<file path="src/rtl/fetch_pkg.sv">
// Shared types and constants for the instruction-fetch sequencer.
package fetch_pkg;

    localparam int unsigned ADDR_W = 32;

    // Sequential fetch stride and the mask that word-aligns redirect targets.
    localparam logic [0:ADDR_W-1] PC_STEP         = 32'h0000_0004;
    localparam logic [0:ADDR_W-1] WORD_ALIGN_MASK = 32'hFFFF_FFFC;

    // IDLE : one cycle after reset before the first request
    // REQ  : request outstanding, waiting for imem_ack
    // HOLD : instruction presented to decode, waiting for inst_ready
    // STOP : fetch timed out; only reset leaves this state
    typedef enum logic [1:0] {
        IDLE = 2'd0,
        REQ  = 2'd1,
        HOLD = 2'd2,
        STOP = 2'd3
    } fetch_state_e;

endpackage

</file>
<file path="src/rtl/fetch_timeout_ctr.sv">
// Counts consecutive request cycles without an acknowledge and flags the
// cycle in which the count reaches TIMEOUT_CYCLES.
module fetch_timeout_ctr #(
    parameter int unsigned TIMEOUT_CYCLES = 16
) (
    input  logic i_clk,
    input  logic i_rst,
    input  logic i_run,
    input  logic i_ack,
    output logic o_expired
);

    localparam int unsigned CNT_W = (TIMEOUT_CYCLES > 1) ? $clog2(TIMEOUT_CYCLES) : 1;

    logic [CNT_W-1:0] r_count;
    logic             w_last;

    // The current cycle is the TIMEOUT_CYCLES-th unacknowledged request cycle.
    assign w_last    = (r_count == CNT_W'(TIMEOUT_CYCLES - 1));
    assign o_expired = i_run && !i_ack && w_last;

    // Count unacknowledged request cycles; clear on ack or outside REQ.
    always_ff @(posedge i_clk or posedge i_rst) begin
        if (i_rst) begin
            r_count <= '0;
        end else if (!i_run || i_ack || w_last) begin
            r_count <= '0;
        end else begin
            r_count <= r_count + CNT_W'(1);
        end
    end

endmodule

</file>
<file path="src/rtl/register32.sv">
// 32-bit enabled register with asynchronous active-high reset to a
// parameterised value. Bit 0 is the MSB.
module register32
    import fetch_pkg::*;
#(
    parameter logic [0:ADDR_W-1] RESET_VAL = '0
) (
    input  logic              i_clk,
    input  logic              i_rst,
    input  logic              i_en,
    input  logic [0:ADDR_W-1] i_d,
    output logic [0:ADDR_W-1] o_q
);

    logic [0:ADDR_W-1] r_q;

    // Load on enable, otherwise hold.
    always_ff @(posedge i_clk or posedge i_rst) begin
        if (i_rst) begin
            r_q <= RESET_VAL;
        end else if (i_en) begin
            r_q <= i_d;
        end
    end

    assign o_q = r_q;

endmodule

</file>
<file path="src/rtl/fetch_sequencer.sv">
// Multi-cycle instruction-fetch controller: owns the PC, issues handshaked
// requests to instruction memory and presents one instruction at a time to
// decode. Branch/jump redirects retarget the PC; a redirect that lands while
// a request is outstanding squashes the data of that request.
// Optional feature: define FETCH_TIMEOUT_EN to enable the request timeout
// (fetch_err, STOP state). Without it fetch_err is tied low.
module fetch_sequencer
    import fetch_pkg::*;
#(
    parameter logic [0:ADDR_W-1] RESET_PC       = 32'h0000_0000,
    parameter int unsigned       TIMEOUT_CYCLES = 16
) (
    input  logic              clk,
    input  logic              reset,
    output logic              imem_req,
    output logic [0:ADDR_W-1] imem_addr,
    input  logic              imem_ack,
    input  logic [0:ADDR_W-1] imem_rdata,
    output logic              inst_valid,
    input  logic              inst_ready,
    output logic [0:ADDR_W-1] inst_out,
    output logic [0:ADDR_W-1] inst_pc,
    output logic [0:ADDR_W-1] save_addr,
    input  logic              redirect,
    input  logic [0:ADDR_W-1] redirect_addr,
    output logic              fetch_err
);

    fetch_state_e r_state, w_state_nxt;
    logic         r_squash, w_squash_nxt;
    logic         r_valid, w_valid_nxt;
    logic         r_req, w_req_nxt;
    logic         r_err;

    logic [0:ADDR_W-1] w_pc, w_pc_d, w_pc_inc, w_tgt;
    logic [0:ADDR_W-1] w_addr_d;
    logic              w_pc_en, w_addr_en, w_inst_en;
    logic              w_timeout;

    assign w_tgt    = redirect_addr & WORD_ALIGN_MASK;
    assign w_pc_inc = w_pc + PC_STEP;

`ifdef FETCH_TIMEOUT_EN
    fetch_timeout_ctr #(
        .TIMEOUT_CYCLES (TIMEOUT_CYCLES)
    ) u_timeout (
        .i_clk     (clk),
        .i_rst     (reset),
        .i_run     (r_state == REQ),
        .i_ack     (imem_ack),
        .o_expired (w_timeout)
    );
`else
    logic w_unused_timeout;
    assign w_unused_timeout = (TIMEOUT_CYCLES != 0);
    assign w_timeout        = 1'b0;
`endif

    // Next-state, handshake and register-load decisions.
    always_comb begin
        w_state_nxt  = r_state;
        w_squash_nxt = r_squash;
        w_valid_nxt  = r_valid;
        w_req_nxt    = r_req;
        w_pc_en      = 1'b0;
        w_pc_d       = w_pc;
        w_addr_en    = 1'b0;
        w_addr_d     = w_pc;
        w_inst_en    = 1'b0;

        case (r_state)
            IDLE: begin
                w_state_nxt = REQ;
                w_req_nxt   = 1'b1;
                w_addr_en   = 1'b1;
                if (redirect) begin
                    w_pc_en  = 1'b1;
                    w_pc_d   = w_tgt;
                    w_addr_d = w_tgt;
                end
            end

            REQ: begin
                if (w_timeout) begin
                    w_state_nxt = STOP;
                    w_req_nxt   = 1'b0;
                end else if (imem_ack) begin
                    if (r_squash || redirect) begin
                        // Returned word belongs to a stale address: drop it
                        // and reissue at the (possibly just updated) target.
                        w_squash_nxt = 1'b0;
                        w_addr_en    = 1'b1;
                        if (redirect) begin
                            w_pc_en  = 1'b1;
                            w_pc_d   = w_tgt;
                            w_addr_d = w_tgt;
                        end
                    end else begin
                        w_inst_en   = 1'b1;
                        w_pc_en     = 1'b1;
                        w_pc_d      = w_pc_inc;
                        w_valid_nxt = 1'b1;
                        w_req_nxt   = 1'b0;
                        w_state_nxt = HOLD;
                    end
                end else if (redirect) begin
                    // Address to memory stays put until the ack arrives.
                    w_pc_en      = 1'b1;
                    w_pc_d       = w_tgt;
                    w_squash_nxt = 1'b1;
                end
            end

            HOLD: begin
                if (inst_ready || redirect) begin
                    w_valid_nxt = 1'b0;
                    w_req_nxt   = 1'b1;
                    w_addr_en   = 1'b1;
                    w_state_nxt = REQ;
                    if (redirect) begin
                        w_pc_en  = 1'b1;
                        w_pc_d   = w_tgt;
                        w_addr_d = w_tgt;
                    end
                end
            end

            STOP: begin
                w_state_nxt = STOP;
            end

            default: begin
                w_state_nxt = IDLE;
            end
        endcase
    end

    // State and single-bit control registers.
    always_ff @(posedge clk or posedge reset) begin
        if (reset) begin
            r_state  <= IDLE;
            r_squash <= 1'b0;
            r_valid  <= 1'b0;
            r_req    <= 1'b0;
            r_err    <= 1'b0;
        end else begin
            r_state  <= w_state_nxt;
            r_squash <= w_squash_nxt;
            r_valid  <= w_valid_nxt;
            r_req    <= w_req_nxt;
            r_err    <= r_err | w_timeout;
        end
    end

    register32 #(.RESET_VAL(RESET_PC)) u_pc (
        .i_clk (clk), .i_rst (reset), .i_en (w_pc_en), .i_d (w_pc_d), .o_q (w_pc)
    );

    register32 #(.RESET_VAL(RESET_PC)) u_addr (
        .i_clk (clk), .i_rst (reset), .i_en (w_addr_en), .i_d (w_addr_d), .o_q (imem_addr)
    );

    register32 #(.RESET_VAL('0)) u_inst (
        .i_clk (clk), .i_rst (reset), .i_en (w_inst_en), .i_d (imem_rdata), .o_q (inst_out)
    );

    register32 #(.RESET_VAL('0)) u_inst_pc (
        .i_clk (clk), .i_rst (reset), .i_en (w_inst_en), .i_d (w_pc), .o_q (inst_pc)
    );

    register32 #(.RESET_VAL(PC_STEP)) u_save (
        .i_clk (clk), .i_rst (reset), .i_en (w_inst_en), .i_d (w_pc_inc), .o_q (save_addr)
    );

    assign imem_req   = r_req;
    assign inst_valid = r_valid;
    assign fetch_err  = r_err;

endmodule

</file>
<file path="config.mk">
export PLATFORM = sky130hd
export DESIGN_NAME = fetch_sequencer
export DESIGN_NICKNAME = d
export VERILOG_FILES = /design/src/rtl/fetch_pkg.sv /design/src/rtl/fetch_timeout_ctr.sv /design/src/rtl/register32.sv /design/src/rtl/fetch_sequencer.sv
export SDC_FILE = /design/constraint.sdc
export NUM_CORES = 1
export LEC_CHECK = 0
export ABC_AREA = 1
export CAP_MARGIN = 20
export CORE_UTILIZATION = 50
export DETAILED_ROUTE_END_ITERATION = 10
export PLACE_DENSITY = 0.93
export SYNTH_ARGS = -nofsm -noshare
export SYNTH_HDL_FRONTEND = slang
export SYNTH_SLANG_ARGS = --single-unit
</file>
<file path="constraint.sdc">
create_clock -name clk -period 6.07 [get_ports clk]
set_input_delay 0.9105 -clock clk [delete_from_list [all_inputs] [get_ports clk]]
set_output_delay 0.9105 -clock clk [all_outputs]
set_load 0.03 [all_outputs]
</file>
* After elaboration in Yosys (flattened, before gate mapping) *
Index checks and enable logic that the tools add are counted.

storage, ports and cells
  output and inout port bits = 131
  register bits = 165
  memory bits (read-only) = 0
  memories kept = 0
  RAM bits = 0
  bits of input ports = 69
  word-level logic and storage cells = 63
  bits in latches = 0

cells by class
  divide/modulo/power cells = 0
  multipliers = 0
  shift-type cells = 0
  reduce and logical (&&, ||, !) cells = 11
  muxes and demuxes = 35
  $add $sub $neg = 1
  bitwise gates (word level) = 0
  magnitude comparators = 0
  equality and inequality tests = 7

operators by type and width
  operator                 count
  $mux W32                 6
  $pmux W32 S3             2
  $add A32 B3 Y32 const B  1
  $mux W1                  19
  $pmux W1 S3              3
  $pmux W2 S4              1
  $reduce_and A4 Y1        2
  $mux W2                  3
  $ne A2 B2 Y1 const B     3
  $reduce_and A3 Y1        2
  $eq A2 B2 Y1 const B     2
  $reduce_bool A2 Y1       2
  $reduce_bool A3 Y1       1
  $eq A2 B1 Y1 const B     1
  $logic_not A2 Y1         1
  $logic_or A1 B1 Y1       2
  $ne A2 B1 Y1 const B     1
  $pmux W1 S2              1
  $reduce_and A2 Y1        1

* Longest topological paths before layout *
  word-level depth = 5
  gate-level depth with buffers = 10
  mapped depth without buffers = 10

* By module *
Synthesis repeated with hierarchy kept, for this count alone.

second synthesis, totals
  cells, all modules = 1273
  area total of the unflattened synthesis = 9331.4 um2

by module, submodules not included
  module                   sequential area each (um2)  area an instance (um2)  cells an instance  instances
  register32 (u_addr ...)  800.8                       1296.2                  137                4
  fetch_sequencer          125.1                       2849.0                  588                1
  register32 (u_save)      802.0                       1297.5                  137                1

* Least setup slack after synthesis *
OpenSTA, ideal clock, no wires.

  path type = input-to-reg
  start = in redirect
  end = reg u_addr.r_q (netlist bit u_addr.o_q[6])
  data required time = 5.944 ns
  path buffers = 2
  stages = 8
  setup time = 0.126 ns
  path slack = 4.118 ns
  arrival = 1.826 ns
  path through = inv_2 > buf_6 > buf_2 > or2_2 > o21ai_0 > inv_1 > a22oi_1 > a21oi_1

on the way
  word-level cells in the longest chain between the ends = 4
  elaborated cells on any way between the ends = 11
  classes of those cells = mux: 9; reduce/logical: 2

ends and longest elaborated chain
  what                                                   line                   text
  start, declared                                        fetch_sequencer.sv:24  input logic redirect,
  $mux W32 / $logic_or A1 B1 Y1 (equally long branches)  --
  $mux W32 / $mux W1 (equally long branches)             fetch_sequencer.sv:88  if (r_squash || redirect) begin
  $mux W32 / $mux W1 (equally long branches)             fetch_sequencer.sv:87  end else if (imem_ack) begin
  $pmux W32 S3 / $pmux W1 S3 (equally long branches)     fetch_sequencer.sv:71  case (r_state)
  end signal, assigned                                   register32.sv:22       r_q <= i_d;
  end, declared                                          register32.sv:15       logic [0:ADDR_W-1] r_q;

Several ways; a longest one is shown, not always the timed one.
A chain may end at the register's enable or synchronous reset.

* Worst setup path after layout *
  start = in redirect
  end = reg u_inst_pc.r_q (netlist bit u_inst_pc.o_q[6])

on the way
  word-level cells in the longest chain between the ends = 4

ends and longest elaborated chain
  what                  line
  $logic_or A1 B1 Y1    fetch_sequencer.sv:88
  $mux W1               fetch_sequencer.sv:88
  $mux W1               fetch_sequencer.sv:87
  $mux W1               fetch_sequencer.sv:71
  end signal, assigned  register32.sv:22
  end, declared         register32.sv:15

No other way between the ends.

==> metrics.txt <==
# TYPE chip_impl_metric gauge
chip_impl_info{name="status",value="complete, no violations"} 1
chip_impl_metric{name="number_of_antenna_violations_at_the_first_check_in_global_routing",unit=""} 0
chip_impl_metric{name="antenna_cells",unit=""} 0
chip_impl_metric{name="ctsLongestPathBuffers",unit=""} 2
chip_impl_metric{name="final_worst_setup_slack",unit="ns"} 2.223
chip_impl_info{name="startpoint_type",value="input port"} 1
chip_impl_info{name="cp-end-kind",value="register"} 1
chip_impl_metric{name="cts_made_buffers",unit=""} 17
chip_impl_metric{name="layout-drive-gt1-share",unit=""} 0.06270
chip_impl_info{name="hold_path_class",value="register to register"} 1
chip_impl_metric{name="synth_nets",unit=""} 1117
chip_impl_metric{name="post-route-period-util",unit=""} 0.6337
chip_impl_metric{name="tritoncts_num_sinks",unit=""} 163
chip_impl_metric{name="routedWlPerCell",unit="µm"} 16.87
chip_impl_metric{name="power_per_unit_of_standard_cell_area",unit="nW/µm²"} 623.3
chip_impl_metric{name="worst_clock_skew",unit="ns"} 0.009062
chip_impl_metric{name="power.static_leakage",unit="nW"} 5.025
chip_impl_metric{name="finish.net_count",unit=""} 1290
chip_impl_metric{name="area.growth.synth_to_final",unit="%"} 32.26
chip_impl_info{name="post_synth_main_area_contributors",value="dfrtp_1 50%, nand2_1 17%, o21ai_0 5.4%"} 1
chip_impl_metric{name="critical_path_required",unit="ns"} 6.35
chip_impl_metric{name="gp_routability_congestion",unit=""} 0.9494
chip_impl_metric{name="wirelength",unit="mm"} 24.36
chip_impl_metric{name="coreArea",unit="µm²"} 15830
chip_impl_metric{name="setup_violations",unit=""} 0
chip_impl_metric{name="actual_slew_at_the_worst_max_slew_pin",unit="ns"} 1.114
chip_impl_metric{name="fin_crit",unit="ns"} 3.847
chip_impl_metric{name="drt-pass1-iter-count",unit=""} 8
chip_impl_metric{name="synth_area",unit="µm²"} 8092
chip_impl_metric{name="clk_latency",unit="ns"} 0.43
chip_impl_info{name="ctsRootBufferMaster",value="clkbuf_16"} 1
chip_impl_info{name="synthDominantAreaCellType",value="dfrtp_1"} 1
chip_impl_metric{name="number_of_design_rule_violations_left_by_the_first_detailed_router_iteration",unit=""} 791
chip_impl_metric{name="grt_max_degree",unit=""} 119
chip_impl_metric{name="vias_after_detailed_routing",unit=""} 7882
chip_impl_metric{name="portBuffers",unit=""} 196
chip_impl_metric{name="arrival",unit="ns"} 4.12
chip_impl_metric{name="top_level_i_o_count",unit=""} 200
chip_impl_metric{name="max_freq",unit="GHz"} 0.2600
chip_impl_metric{name="ant_nets",unit=""} 0
chip_impl_metric{name="post_cts_buffers",unit=""} 0
chip_impl_metric{name="cts_htree_levels",unit=""} 4
chip_impl_metric{name="synthesis.area_per_instance",unit="µm²"} 7.765
chip_impl_info{name="layout.cells.most_common_list",value="360 x nand2_1, 196 x clkdlybuf4s50_1, 162 x dfrtp_1"} 1
chip_impl_metric{name="post_cts_resized",unit=""} 0
chip_impl_metric{name="timing.max_cap.violations",unit=""} 0
chip_impl_info{name="setup_repair_after_global_routing_missed_its_margin",value="false"} 1
chip_impl_metric{name="hold_viol",unit=""} 0
chip_impl_metric{name="area_share_of_the_leading_cell_type_in_the_synthesized_netlist",unit=""} 0.5010
chip_impl_info{name="timing_worst_setup_path_type",value="input port to register"} 1
chip_impl_info{name="tritoncts_clock_tree",value="done"} 1
chip_impl_metric{name="remaining_drc_errors",unit=""} 0
chip_impl_metric{name="grt.total_usage",unit=""} 0.2924
chip_impl_metric{name="first_pass_grt_wire_length",unit="mm"} 37.12
chip_impl_metric{name="max-vdd-ir-drop",unit="mV"} 0.4744
chip_impl_metric{name="via_per_inst",unit=""} 5.458
chip_impl_metric{name="yosys_register_bits",unit=""} 163
chip_impl_metric{name="pre_cts_ws",unit="ns"} 1.818
chip_impl_metric{name="die-height",unit="µm"} 129.2
chip_impl_metric{name="grt_overflow_total",unit=""} 0
chip_impl_metric{name="initial_standard_cell_utilization_of_the_core",unit=""} 0.5112
chip_impl_metric{name="post_detailed_placement_half_perimeter_wirelength",unit="mm"} 17.36
chip_impl_metric{name="clkTransAtPathRegs",unit="ns"} 0.06
chip_impl_metric{name="dieArea",unit="µm²"} 16700
chip_impl_info{name="mostFrequentLayoutCell",value="nand2_1"} 1
chip_impl_metric{name="die-width",unit="µm"} 129.2
chip_impl_metric{name="synth_seq_area_share",unit=""} 0.5043
chip_impl_metric{name="netlist-cell-type-count",unit=""} 37
chip_impl_metric{name="syn_inst",unit=""} 1042
chip_impl_metric{name="setup_total_negative_slack",unit="ns"} 0
chip_impl_metric{name="timing.critical_path.fanout_max",unit=""} 76
chip_impl_metric{name="number_of_cell_rows",unit=""} 46
chip_impl_metric{name="ys_warn_count",unit=""} 0
chip_impl_metric{name="slew_headroom",unit=""} 0.2543
chip_impl_metric{name="grt_pass1_vias",unit=""} 7284
chip_impl_metric{name="ctsHoldBuffers",unit=""} 0
chip_impl_metric{name="timing.final.max_slew_violations",unit=""} 0
[final timing paths]
| check | startpoint | to | slack (ns) | depth (start not counted) |
|---|---|---|---|---|
| worst min register to register | u_pc.o_q[31] | u_pc.o_q[31] | 0.47 | 2 |
| worst max register to register | r_state[0] | u_pc.o_q[22] | 2.81 | 9 |
| worst min-delay path | u_pc.o_q[31] | u_pc.o_q[31] | 0.47 | 2 |
| max in group asynchronous | reset | u_pc.o_q[20] | 4.36 | 3 |
| worst max-delay path | redirect | u_inst_pc.o_q[6] | 2.22 | 8 |
| min in group asynchronous | reset | u_inst.o_q[25] | 0.83 | 2 |
[cell type report]
cell class                 instances  area (µm²)
tap                              216       270.3
timing repair buffer             200        2012
multi-input combinational        754        3472
clock buffer                      21       460.4
inverter                          79       305.3
fill                            1260        5126
sequential                       163        4080
clock inverter                    11       101.3
[critical path, stage by stage]
cell and delay, ns:
clkdlybuf4s50_1 0.64, inv_2 0.71, nand2_1 0.24, nor2_4 0.16, clkinv_2 0.57, buf_4 0.61, nand2_1 0.15, o21ai_0 0.09
[per-layer routing]
metal,wire [µm],vias up,share of wire,track usage
li1,-,3694,-,-
met1,9983,3661,0.41,0.3837
met2,11060,459,0.45,0.4608
met3,2682,68,0.11,0.08092
met4,635,0,0.026,0.1142
met5,0,-,0,0
[cells by family (layout without fill, tap and decap cells)]
logic type,count (synthesis),after routing,share of synthesized area
adders and majority gates,6,6,0.009278
buffers and inverters,125,311,0.06727
xor gates and xnor gates,9,9,0.009742
and+or+nand+nor,545,545,0.2769
AOI/OAI and AO/OA,193,193,0.1321
DFF,163,163,0.5043
other,1,1,0.0004634
[synthesized netlist by cell type (all sizes together)]
master	number
o21ai	101
nand4	5
nor2	130
o31ai	2
dfstp	1
and2	2
xor2	9
o22a	1
buf	33
clkbuf	13
dfrtp	162
a22oi	14
ha	6
nand3	34
a31oi	7
nor3	4
inv	79
conb	1
or2	5
nand2	365
o221ai	1
o22ai	26
a21oi	41
[where the power goes]
part / switching [mW] / internal (mW) / total, mW
sequential: 0.374 / 1.60 / 1.98
combinational: 2.40 / 1.26 / 3.66
clock: 0.445 / 0.588 / 1.03
[flip-flops by register name, summed over array words and instances, names as in the netlist]
| signal | count |
|---|---|
| u_addr.o_q | 32 |
| u_save.o_q | 30 |
| u_inst.o_q | 32 |
| u_inst_pc.o_q | 32 |
| u_pc.o_q | 32 |
| r_squash | 1 |
| r_state | 2 |
| imem_req | 1 |
| inst_valid | 1 |
[stage by stage]
step	total power, mW	hold slack [ns]	utilization	instance area [µm²]	instances
floorplan	4.210	0.4361	-	8092	1042
global placement	5.462	0.4520	0.6389	10110	1411
detailed placement	5.566	0.4569	0.6389	10110	1411
CTS	6.631	0.4727	0.6744	10670	1443
global route	7.050	0.4872	0.6761	10700	1444
finish	6.670	0.4674	0.6761	10700	1444
No activity file was read; power rests on OpenSTA's default activity.
